$ cat config.mk
export PLATFORM = sky130hd
export DESIGN_NAME = ram_port_arbiter
export DESIGN_NICKNAME = d
export VERILOG_FILES = /design/src/rtl/ram_port_arbiter.sv
export SDC_FILE = /design/constraint.sdc
export NUM_CORES = 1
export LEC_CHECK = 0
export BUFFER_PORTS_ARGS = -buffer_cell sky130_fd_sc_hd__buf_4
export CELL_PAD_IN_SITES_DETAIL_PLACEMENT = 1
export CELL_PAD_IN_SITES_GLOBAL_PLACEMENT = 2
export CORE_AREA = 8 8 159 161
export DETAILED_ROUTE_END_ITERATION = 8
export DIE_AREA = 0 0 167 169
export PLACE_DENSITY_LB_ADDON = 0.1
export SETUP_SLACK_MARGIN = 0.1
export SYNTH_ARGS = -nofsm -noshare
export SYNTH_HDL_FRONTEND = slang
export SYNTH_SLANG_ARGS = --single-unit
$ cat constraint.sdc
create_clock -name CLK -period 2.7 [get_ports CLK]
set_input_delay 0.675 -clock CLK [delete_from_list [all_inputs] [get_ports CLK]]
set_output_delay 0.675 -clock CLK [all_outputs]
set_load 0.02 [all_outputs]
$ cat src/rtl/ram_port_arbiter.sv
// Round-robin arbiter sharing one RAM port among NREQ requesters.
// One idle arbitration cycle per transaction, grant held until RAM ACCESS or owner abort.
module ram_port_arbiter #(
  parameter int NREQ   = 4,
  parameter int WORD_W = 32
) (
  input  logic                   CLK,
  input  logic                   nRST,
  input  logic [NREQ-1:0]        req_ren,
  input  logic [NREQ-1:0]        req_wen,
  input  logic [NREQ*WORD_W-1:0] req_addr,
  input  logic [NREQ*WORD_W-1:0] req_store,
  output logic [NREQ-1:0]        req_wait,
  output logic [WORD_W-1:0]      req_load,
  output logic [NREQ-1:0]        grant,
  output logic                   ramREN,
  output logic                   ramWEN,
  output logic [WORD_W-1:0]      ramaddr,
  output logic [WORD_W-1:0]      ramstore,
  input  logic [WORD_W-1:0]      ramload,
  input  logic [1:0]             ramstate,
  output logic [15:0]            xfer_count
);
  localparam int IW = (NREQ > 1) ? $clog2(NREQ) : 1;
  localparam logic [1:0] ACCESS = 2'd2;

  typedef enum logic {IDLE, GRANT} state_t;

  state_t          state, state_nx;
  logic [IW-1:0]   owner, owner_nx, rr_ptr, rr_ptr_nx, pick, owner_inc;
  logic [IW:0]     idx;
  logic            found, cnt_inc, rd;
  logic [NREQ-1:0] active;
  logic [WORD_W-1:0] addr_arr  [NREQ];
  logic [WORD_W-1:0] store_arr [NREQ];

  assign active = req_ren | req_wen;

  for (genvar g = 0; g < NREQ; g++) begin : g_unpack
    assign addr_arr[g]  = req_addr[g*WORD_W +: WORD_W];
    assign store_arr[g] = req_store[g*WORD_W +: WORD_W];
  end

  assign owner_inc = (owner == IW'(NREQ-1)) ? '0 : owner + 1'b1;

  // First active requester at or after rr_ptr, wrapping modulo NREQ.
  always_comb begin
    idx   = '0;
    pick  = '0;
    found = 1'b0;
    for (int k = 0; k < NREQ; k++) begin
      idx = {1'b0, rr_ptr} + (IW+1)'(k);
      if (idx >= (IW+1)'(NREQ)) idx = idx - (IW+1)'(NREQ);
      if (!found && active[idx[IW-1:0]]) begin
        found = 1'b1;
        pick  = idx[IW-1:0];
      end
    end
  end

  always_comb begin
    state_nx  = state;
    owner_nx  = owner;
    rr_ptr_nx = rr_ptr;
    cnt_inc   = 1'b0;
    rd        = 1'b0;
    grant     = '0;
    req_wait  = '1;
    req_load  = '0;
    ramREN    = 1'b0;
    ramWEN    = 1'b0;
    ramaddr   = '0;
    ramstore  = '0;
    case (state)
      IDLE: begin
        if (found) begin
          owner_nx = pick;
          state_nx = GRANT;
        end
      end
      GRANT: begin
        rd              = req_ren[owner] & ~req_wen[owner];
        grant[owner]    = 1'b1;
        ramaddr         = addr_arr[owner];
        ramstore        = store_arr[owner];
        ramWEN          = req_wen[owner];
        ramREN          = rd;
        req_wait[owner] = (ramstate != ACCESS);
        if (ramstate == ACCESS) begin
          if (rd) req_load = ramload;
          state_nx  = IDLE;
          rr_ptr_nx = owner_inc;
          cnt_inc   = 1'b1;
        end else if (!active[owner]) begin
          // owner withdrew: release the port without counting a transfer
          state_nx  = IDLE;
          rr_ptr_nx = owner_inc;
        end
      end
      default: state_nx = IDLE;
    endcase
  end

  always_ff @(posedge CLK or negedge nRST) begin
    if (!nRST) begin
      state      <= IDLE;
      owner      <= '0;
      rr_ptr     <= '0;
      xfer_count <= '0;
    end else begin
      state  <= state_nx;
      owner  <= owner_nx;
      rr_ptr <= rr_ptr_nx;
      if (cnt_inc) xfer_count <= xfer_count + 16'd1;
    end
  end
endmodule

==> results.json, run 1 <==
{
  "ant_nets": 0,
  "crit_chain": "buf_4 > mux4_2 > and3b_2 > buf_12 > and2_1 > buf_4",
  "syn_area_um2": 3386,
  "worst-path-buf-inv": 3,
  "yosys_most_used_dff": "dfrtp_1",
  "numCtsBuffers": 3,
  "multi_input_area_um2": 2785,
  "fin_skew_ps": 3.092,
  "p_sw_frac": 0.4391,
  "cpMaxStageDelayCell": "mux4_2",
  "path_common_cell": "buf_4",
  "synth_area_leaders": "mux4_2 (44%), and2_1 (19%), dfrtp_1 (16%)",
  "final_cells": 1016,
  "max_freq_mhz": 377.2,
  "slew-limit-headroom": 0.4866,
  "die-area_um2": 28220,
  "ir_drop_mv": 0.3959,
  "ff_latch_area_um2": 534.3,
  "syn_nets": 606,
  "path_class": "input port to output pin",
  "fin_crit_sh": 0.9820,
  "dieHeight_um": 169,
  "synth_cells": 301,
  "area_growth_pct": 122.9,
  "num_vias": 4427,
  "clkLatencyLatePin_ps": 250,
  "reg2reg_depth": 6,
  "ys_async_sr_fraction": 1.000,
  "wirelength_um": 26320,
  "synthTopCellsByCount": "and2_1 (103), mux4_2 (66), dfrtp_1 (21)",
  "drive_gt1_frac": 0.7528,
  "antenna_found_initial": 7,
  "internal-power_mw": 3.796,
  "cp.required_ps": 2030,
  "worst-path-max-fanout": 32,
  "r2r_end": "rr_ptr[0]",
  "maxCapViolCount": 0,
  "fin_crit_ps": 2651,
  "synth.most_common_cell": "and2_1",
  "firstDrtPassIters": 4,
  "ctsLongestPathBuffers": 2,
  "num_rows": 56,
  "cp_top_family": "multiplexers",
  "drc": 0,
  "power_frac_seq": 0.076,
  "gp_congestion": 0.8036,
  "hp-class": "input port to async pin",
  "initialDrtViolationCount": 119,
  "synth_area_leader_cell": "mux4_2",
  "arrival_ps": 1980,
  "drv_slew": 0,
  "clockRootBuffer": "clkbuf_16",
  "grt_max_degree": 75,
  "cts.clk_slew.worst_paths_ps": 60,
  "fill_cells": 2628,
  "dp_hpwl_um": 22280,
  "rsz0062_at_grt": "yes",
  "p_total_mw": 6.767,
  "regToRegSetupSlack_ps": 600,
  "clock-sinks": 21,
  "synth-edff-count": 0,
  "nets": 1026,
  "worstSetupEndpointType": "output pin",
  "dp_cells": 994,
  "vias_per_cell": 4.357,
  "cts_max_level": 1,
  "utilization": 0.3293,
  "io_pins": 422,
  "grt_overflow": 0,
  "grt_first_pass_wirelength_um": 36580,
  "critPathLaunchType": "input port",
  "p_leak_nw": 3.612,
  "crit_cells": 6,
  "port_buffers": 421,
  "clockPowerShare": 0.046,
  "synth-seq-cells": 21,
  "netlist.area_leader.share": 0.4390,
  "hold_viol_final": 0,
  "status": "finished clean",
  "yosysSeqAreaShare": 0.1552,
  "wl_per_cell_um": 25.91,
  "cts_tree": "built",
  "initial_core_util": 0.1478,
  "p_per_area_nw_per_um2": 896.7,
  "combPwrFrac": 0.878,
  "yosysUniqueCellTypes": 39,
  "worst_slew_pin_slew_ps": 770.1,
  "power.switching_mw": 2.971,
  "grt_pass1_vias": 4972,
  "synth.avg_cell_area_um2": 11.25,
  "synth_warnings": 0,
  "slowest_delay_ps": 460,
  "die_width_um": 167,
  "setup_viol": 0,
  "core_area_um2": 22910,
  "worstReg2RegStart": "owner[0]",
  "grt_usage": 0.1747
}
==> state kept, by name, indices dropped and copies added, names as in the netlist <==
name and flops:
xfer_count 16, rr_ptr 2, owner 2, state 1
==> per-layer routing <==
layer | vias to the layer above | part of all wire | track usage
met5 | - | 0.00049 | 0
met4 | 2 | 0.023 | 0.06345
met3 | 28 | 0.098 | 0.07244
met2 | 244 | 0.54 | 0.3258
met1 | 2167 | 0.34 | 0.1706
li1 | 1986 | - | -
==> power groups by stage <==
| stage | sequential (mW) | clock [mW] | combinational, mW |
|---|---|---|---|
| finish | 0.511 | 0.312 | 5.94 |
| global route | 0.528 | 0.339 | 6.34 |
| CTS | 0.512 | 0.324 | 5.46 |
| detailed placement | 0.557 | 0 | 5.17 |
| global placement | 0.552 | 0 | 5.14 |
| floorplan | 0.516 | 0 | 3.00 |
==> timing repair <==
action / in CTS / in global routing
cloned: 2 / 5
pin swaps: 1 / 0
hold buffers: 0 / 0
gates resized for setup: 5 / 87
setup endpoints to repair: 94 / 68
setup buffers: 5 / 0
==> how the worst max path moves through the flow <==
stage	startpoint	to	slack [ps]
after global placement	req_ren[2]	req_load[15]	50
after detailed placement	req_wen[3]	req_load[28]	20
final	req_ren[1]	req_load[28]	50
after CTS	req_ren[3]	req_load[19]	20
after global routing	owner[1]	req_load[11]	-20
after floorplan	req_wen[3]	req_load[10]	160
==> layout make-up <==
class | instances | share of cell area
well taps | 290 | 0.04808
flip-flops and latches | 21 | 0.07080
multi-input cells | 250 | 0.3691
inverters | 3 | 0.001492
clock buffers | 4 | 0.01045
repair buffers | 442 | 0.4981
diodes | 6 | 0.001990
==> worst reg2reg max path, cell delays in order, from the launching register on <==
cell and delay [ps]:
dfrtp_4 500, buf_12 170, buf_6 140, inv_2 100
mux4_2 530, a21bo_1 240, mux2_1 310
==> through the flow <==
step,TNS [ps],setup WS [ps],hold WS [ps],cell area [µm²]
CTS,0,21.57,308.0,7118
detailed placement,0,20.18,479.6,6932
global placement,0,47.75,463.3,6932
global route,-52.29,-20.63,316.8,7546
floorplan,0,161.6,379.4,3386
finish,0,48.60,298.3,7546
==> layout by cell type, fill, tap and decap left out, types with 3 or more instances in the layout <==
master,instances
nor2_1,6
xnor2_1,11
ha_1,5
buf_16,5
clkbuf_16,7
nand2_1,11
xor2_1,4
a21oi_1,4
buf_12,3
nand4_1,4
dfrtp_1,18
and2_1,81
and4_1,3
buf_6,62
diode_2,6
buf_4,368
mux4_2,67
and2_4,22
and3_1,3
==> logic make-up after synthesis <==
logic type / after synthesis / synth area share
AO/OA/AOI/OAI: 16 / 0.03437
flip-flops: 21 / 0.1552
AND/OR/NAND/NOR: 143 / 0.2554
adder cells (fa/ha/maj): 5 / 0.01848
multiplexers: 71 / 0.4601
XOR/XNOR: 15 / 0.03880
buffers and inverters: 30 / 0.03769
Note: power is estimated with default switching activity, not from simulation.
==> inputs of run 2 (changes only) <==
==> config.mk (replaced) <==
export PLATFORM = sky130hd
export DESIGN_NAME = ram_port_arbiter
export DESIGN_NICKNAME = d
export VERILOG_FILES = /design/src/rtl/ram_port_arbiter.sv
export SDC_FILE = /design/constraint.sdc
export NUM_CORES = 1
export LEC_CHECK = 0
export CELL_PAD_IN_SITES_DETAIL_PLACEMENT = 1
export CELL_PAD_IN_SITES_GLOBAL_PLACEMENT = 2
export CORE_AREA = 8 8 157 159
export DETAILED_ROUTE_END_ITERATION = 8
export DIE_AREA = 0 0 165 167
export DONT_BUFFER_PORTS = 1
export PLACE_DENSITY_LB_ADDON = 0.1
export RECOVER_POWER = 100
export SETUP_SLACK_MARGIN = 0.1
export SYNTH_ARGS = -nofsm -noshare
export SYNTH_HDL_FRONTEND = slang
export SYNTH_SLANG_ARGS = --single-unit
==> run 2 against run 1 <==
Die area is 2.4% lower. Register-to-register slack worse by 80 ps. Cell count is 43% lower. Critical path depth is 2 lower. Count of clock-buffer cells in the layout is 1 lower.
==> results.json, run 2 (synthesis results as in run 1) <==
{
  "status": "finished clean",
  "final_cells": 582,
  "fin_crit_ps": 2568,
  "io_pins": 422,
  "hold_viol_final": 0,
  "grt_max_degree": 40,
  "reg_top3": "xfer_count (16), owner (2), rr_ptr (2)",
  "worst-path-max-fanout": 29,
  "ctsLongestPathBuffers": 2,
  "wl_per_cell_um": 32.83,
  "drv_slew": 0,
  "fin_skew_ps": 7.649,
  "cts_max_level": 1,
  "fin_crit_sh": 0.9510,
  "wirelength_um": 19110,
  "dp_hpwl_um": 17040,
  "setup_tns_ps": 0,
  "path_class": "flop to output pin",
  "cts_tree": "built",
  "grt_first_pass_wirelength_um": 25500,
  "port_buffers": 0,
  "initial_core_util": 0.1523,
  "p_leak_nw": 1.345,
  "use_met3": 0.06731,
  "slew-limit-headroom": 0.5621,
  "nets": 596,
  "maxCapViolCount": 0,
  "slowest_delay_ps": 420,
  "ant_nets": 0,
  "gp_congestion": 0.8333,
  "fill_cells": 2532,
  "num_vias": 2730,
  "clock-sinks": 21,
  "rsz0062_at_grt": "yes",
  "clockRootBuffer": "clkbuf_16",
  "grt_usage": 0.1267,
  "numCtsBuffers": 3,
  "worst-path-buf-inv": 2,
  "arrival_ps": 1890,
  "postLayoutSetupSlackWorst_ps": 132.2,
  "initialDrtViolationCount": 93,
  "ir_drop_mv": 0.3385,
  "vias_per_cell": 4.691,
  "crit_chain": "buf_4 > clkbuf_4 > mux4_2 > and2_1",
  "final_cell_mix": "mux4_2 (67), and2_0 (58), and2_4 (32)",
  "p_per_area_nw_per_um2": 1137,
  "firstDrtPassIters": 4,
  "antenna_found_initial": 10,
  "core_area_um2": 22230,
  "cpMaxStageDelayCell": "dfrtp_2",
  "ctsHoldBuffers": 0,
  "critPathLaunchType": "flop",
  "place_ws_ps": 128.0,
  "setup_viol": 0,
  "drive_gt1_frac": 0.4138,
  "cts.clk_slew.worst_paths_ps": 60,
  "hp-class": "input port to async pin",
  "grt_pass1_vias": 3144,
  "largest_reg_flops": 16,
  "met1_usage": 0.1259,
  "max_freq_mhz": 389.4,
  "area_growth_pct": 16.89,
  "die-area_um2": 27560,
  "worst_slew_pin_slew_ps": 656.9,
  "cp.required_ps": 2030,
  "dieHeight_um": 167,
  "die_width_um": 165,
  "worstSetupEndpointType": "output pin",
  "grt_overflow": 0,
  "regMostFlops": "xfer_count",
  "num_rows": 55,
  "dp_cells": 569,
  "grt_busiest_layer": "met2",
  "cp_top_family": "buffers and inverters",
  "drc": 0,
  "final_common_cell": "mux4_2",
  "clkLatencyLatePin_ps": 260,
  "grtUsageMet2": 0.2290
}
run 2: path summary, 6_finish.rpt:
check	start	to	slack, ps	cells after the start
min	nRST	xfer_count[11]	110	0
max	owner[1]	ramstore[6]	130	4
min reg2reg	xfer_count[15]	xfer_count[15]	610	1
max reg2reg	owner[0]	rr_ptr[1]	520	5
min in group CLK	xfer_count[15]	xfer_count[15]	610	1
max in group asynchronous	nRST	owner[0]	2500	0
run 2: stage by stage:
| stage | hold slack (ps) | power, mW | cell area, µm² | util |
|---|---|---|---|---|
| 5_1_grt | 93.42 | 4.837 | 3958 | 0.1780 |
| 6_report | 106.8 | 4.498 | 3958 | 0.1780 |
| 3_3_place_gp | 380.2 | 4.237 | 3745 | 0.1685 |
| 4_1_cts | 101.4 | 4.636 | 3900 | 0.1755 |
| 3_5_place_dp | 380.0 | 4.230 | 3745 | 0.1685 |
| 2_1_floorplan | 379.4 | 3.516 | 3386 | - |
run 2: final cells by class:
class                           count  area (µm²)  share of cell area
Tap cell                          285       356.6             0.09010
Multi-Input combinational cell    250        2809              0.7098
Clock buffer                        3       75.07             0.01897
Timing Repair Buffer               12       151.4             0.03825
Sequential cell                    21       531.8              0.1344
Antenna cell                        7       17.52            0.004426
Clock inverter                      1       5.005            0.001265
Inverter                            3       11.26            0.002845
run 2: what timing repair did:
action | CTS | global route
setup buffers | 1 | 1
endpoints found under the setup margin | 36 | 37
gates resized for setup | 35 | 34
pin swaps | 0 | 0
run 2: per-layer routing:
layer / vias up / share of wire
met5: - / 0.0014
met4: 4 / 0.0091
met3: 16 / 0.14
met2: 219 / 0.52
met1: 1373 / 0.33
li1: 1118 / -
run 2: report_power, final:
| part | internal, mW | switching (mW) | leakage [nW] |
|---|---|---|---|
| registers | 0.399 | 0.183 | 0.272 |
| logic | 1.51 | 2.09 | 1.03 |
| clock network | 0.199 | 0.122 | 0.0409 |
run 2: worst register-to-register path, stage by stage (launching register included):
cell and delay (ps):
dfrtp_4 540, buf_16 220, inv_1 200, mux4_2 560, a21bo_1 240, mux2_1 310
==> inputs of run 3 (changes only) <==
--- a/config.mk
+++ b/config.mk
@@ -11,7 +11,7 @@
 export DETAILED_ROUTE_END_ITERATION = 8
 export DIE_AREA = 0 0 165 167
 export DONT_BUFFER_PORTS = 1
-export PLACE_DENSITY_LB_ADDON = 0.1
+export PLACE_DENSITY_LB_ADDON = 0.12
 export RECOVER_POWER = 100
 export SETUP_SLACK_MARGIN = 0.1
 export SYNTH_ARGS = -nofsm -noshare
==> run 3 against run 2 <==
Design area rose by 0.60%. Highest routed layer unchanged. Sequential share of layout area decreased by 0.080 points. Via count rose by 0.84%. Core utilization up 0.11 points. Flip-flop and latch count is the same. Die area is the same. Fmax decreased by 0.45%. Total power rose by 2.7%. Cell count grew 1.2%. Combinational power grew 3%. Critical path depth is the same. Routed wire length shrank 9.3%. Critical endpoint is now ramaddr[31].
==> results.json, run 3 (synthesis results as in run 1) <==
{
  "hold_slack_ps": 110.5,
  "slowest_delay_ps": 500,
  "maxCapViolCount": 0,
  "grt_max_degree": 68,
  "hp-class": "input port to async pin",
  "dp_hpwl_um": 15030,
  "die_width_um": 165,
  "combPwrFrac": 0.806,
  "cts.clk_slew.worst_paths_ps": 60,
  "regMostFlops": "xfer_count",
  "clock-sinks": 21,
  "p_sw_frac": 0.5212,
  "largest_reg_flops": 16,
  "grtUsageMet2": 0.1972,
  "nets": 608,
  "drv_slew": 0,
  "wl_per_cell_um": 29.41,
  "port_buffers": 0,
  "final_common_cell": "mux4_2",
  "ant_nets": 0,
  "cts_max_level": 1,
  "drc": 0,
  "arrival_ps": 1900,
  "io_pins": 422,
  "clockPowerShare": 0.069,
  "cts_tree": "built",
  "fin_crit_sh": 0.9553,
  "use_met3": 0.05128,
  "cp_top_family": "multiplexers",
  "cpMaxStageDelayCell": "mux4_2",
  "grt_pass1_vias": 3158,
  "slew-limit-headroom": 0.5453,
  "worstSetupEndpointType": "output pin",
  "grt_busiest_layer": "met2",
  "path_class": "flop to output pin",
  "worst-path-buf-inv": 2,
  "gp_congestion": 0.7971,
  "core_area_um2": 22230,
  "worstReg2RegStart": "owner[0]",
  "reg_top3": "xfer_count (16), owner (2), rr_ptr (2)",
  "initialDrtViolationCount": 48,
  "num_rows": 55,
  "drive_gt1_frac": 0.3940,
  "worst_slew_pin_slew_ps": 682.1,
  "reg2reg_depth": 5,
  "ctsLongestPathBuffers": 2,
  "power_frac_seq": 0.124,
  "grt_first_pass_wirelength_um": 23700,
  "p_per_area_nw_per_um2": 1160,
  "status": "finished clean",
  "regToRegSetupSlack_ps": 490,
  "fin_skew_ps": 2.308,
  "wirelength_um": 17330,
  "firstDrtPassIters": 4,
  "cp.required_ps": 2030,
  "die-area_um2": 27560,
  "worst-path-max-fanout": 11,
  "met1_usage": 0.1285,
  "num_vias": 2753,
  "vias_per_cell": 4.674,
  "area_growth_pct": 17.59,
  "ir_drop_mv": 0.3640,
  "fin_crit_ps": 2579,
  "rsz0062_at_grt": "yes",
  "r2r_end": "rr_ptr[0]",
  "crit_chain": "buf_6 > buf_12 > mux4_2 > and2_0",
  "critPathLaunchType": "flop",
  "final_cell_mix": "mux4_2 (67), and2_1 (46), and2_0 (36)",
  "clkLatencyLatePin_ps": 250,
  "clockRootBuffer": "clkbuf_16",
  "antenna_found_initial": 3,
  "numCtsBuffers": 3,
  "grt_overflow": 0,
  "power.switching_mw": 2.408,
  "grt_usage": 0.1138,
  "max_freq_mhz": 387.7,
  "p_leak_nw": 1.392,
  "ctsHoldBuffers": 0,
  "internal-power_mw": 2.212,
  "setup_viol": 0,
  "fill_cells": 2558,
  "hold_viol_final": 0,
  "dieHeight_um": 167,
  "initial_core_util": 0.1523,
  "setup_tns_ps": 0
}
## run 3: cell count changes in the layout (fill, tap and decap cells not counted), sizes merged
cell,before,now
bufbuf,0,1
buf,10,17
clkinv,1,0
clkbuf,5,10
diode,7,2
## run 3: worst max path at each step
stage               cells after the start  slack (ps)       start            to
floorplan                               4         160  req_wen[3]  req_load[10]
global placement                        4         190  req_wen[3]  req_load[30]
detailed placement                      4         140  req_wen[3]  req_load[29]
CTS                                     4         110    owner[1]  req_load[29]
global route                            4          40    owner[0]   ramaddr[31]
finish                                  4         120    owner[0]   ramaddr[31]
## run 3: power groups by stage
| stage | registers (mW) | clock network (mW) | logic [mW] |
|---|---|---|---|
| 2_1_floorplan | 0.516 | 0 | 3.00 |
| 3_3_place_gp | 0.584 | 0 | 3.63 |
| 3_5_place_dp | 0.581 | 0 | 3.63 |
| 4_1_cts | 0.587 | 0.336 | 3.80 |
| 5_1_grt | 0.603 | 0.352 | 4.02 |
| 6_report | 0.574 | 0.321 | 3.72 |
## run 3: cell type report
type / instances / area [µm²] / area share
multi-input combinational: 250 / 2758 / 0.6926
clock buffer: 4 / 78.83 / 0.01980
tap: 285 / 356.6 / 0.08957
antenna: 2 / 5.005 / 0.001257
sequential: 21 / 531.8 / 0.1336
timing repair buffer: 24 / 240.2 / 0.06034
inverter: 3 / 11.26 / 0.002828
## run 3: through the flow
step	instances	setup WS, ps	area [µm²]	power, mW	utilization
after floorplan	301	161.6	3386	3.516	-
after global placement	572	189.8	3767	4.211	0.1695
final	589	120.7	3981	4.620	0.1791
after global routing	589	41.42	3981	4.973	0.1791
after detailed placement	572	135.8	3767	4.209	0.1695
after CTS	581	109.5	3954	4.727	0.1779
## run 3: worst register-to-register path, stage by stage, from the launching register on
cell	delay (ps)
dfrtp_4	530
buf_16	200
inv_1	230
mux4_2	570
a21bo_1	240
mux2_1	310
## run 3: repair_timing
| item | CTS | global route |
|---|---|---|
| cloned | 1 | 0 |
| setup endpoints to repair | 32 | 71 |
| gates resized for setup | 21 | 35 |
| setup buffers | 4 | 6 |
## run 3: layer usage
layer / routed length [µm] / vias to the layer above
met2: 8521 / 221
li1: - / 1140
met1: 6376 / 1380
met4: 126 / 2
met3: 2286 / 10
met5: 13 / -
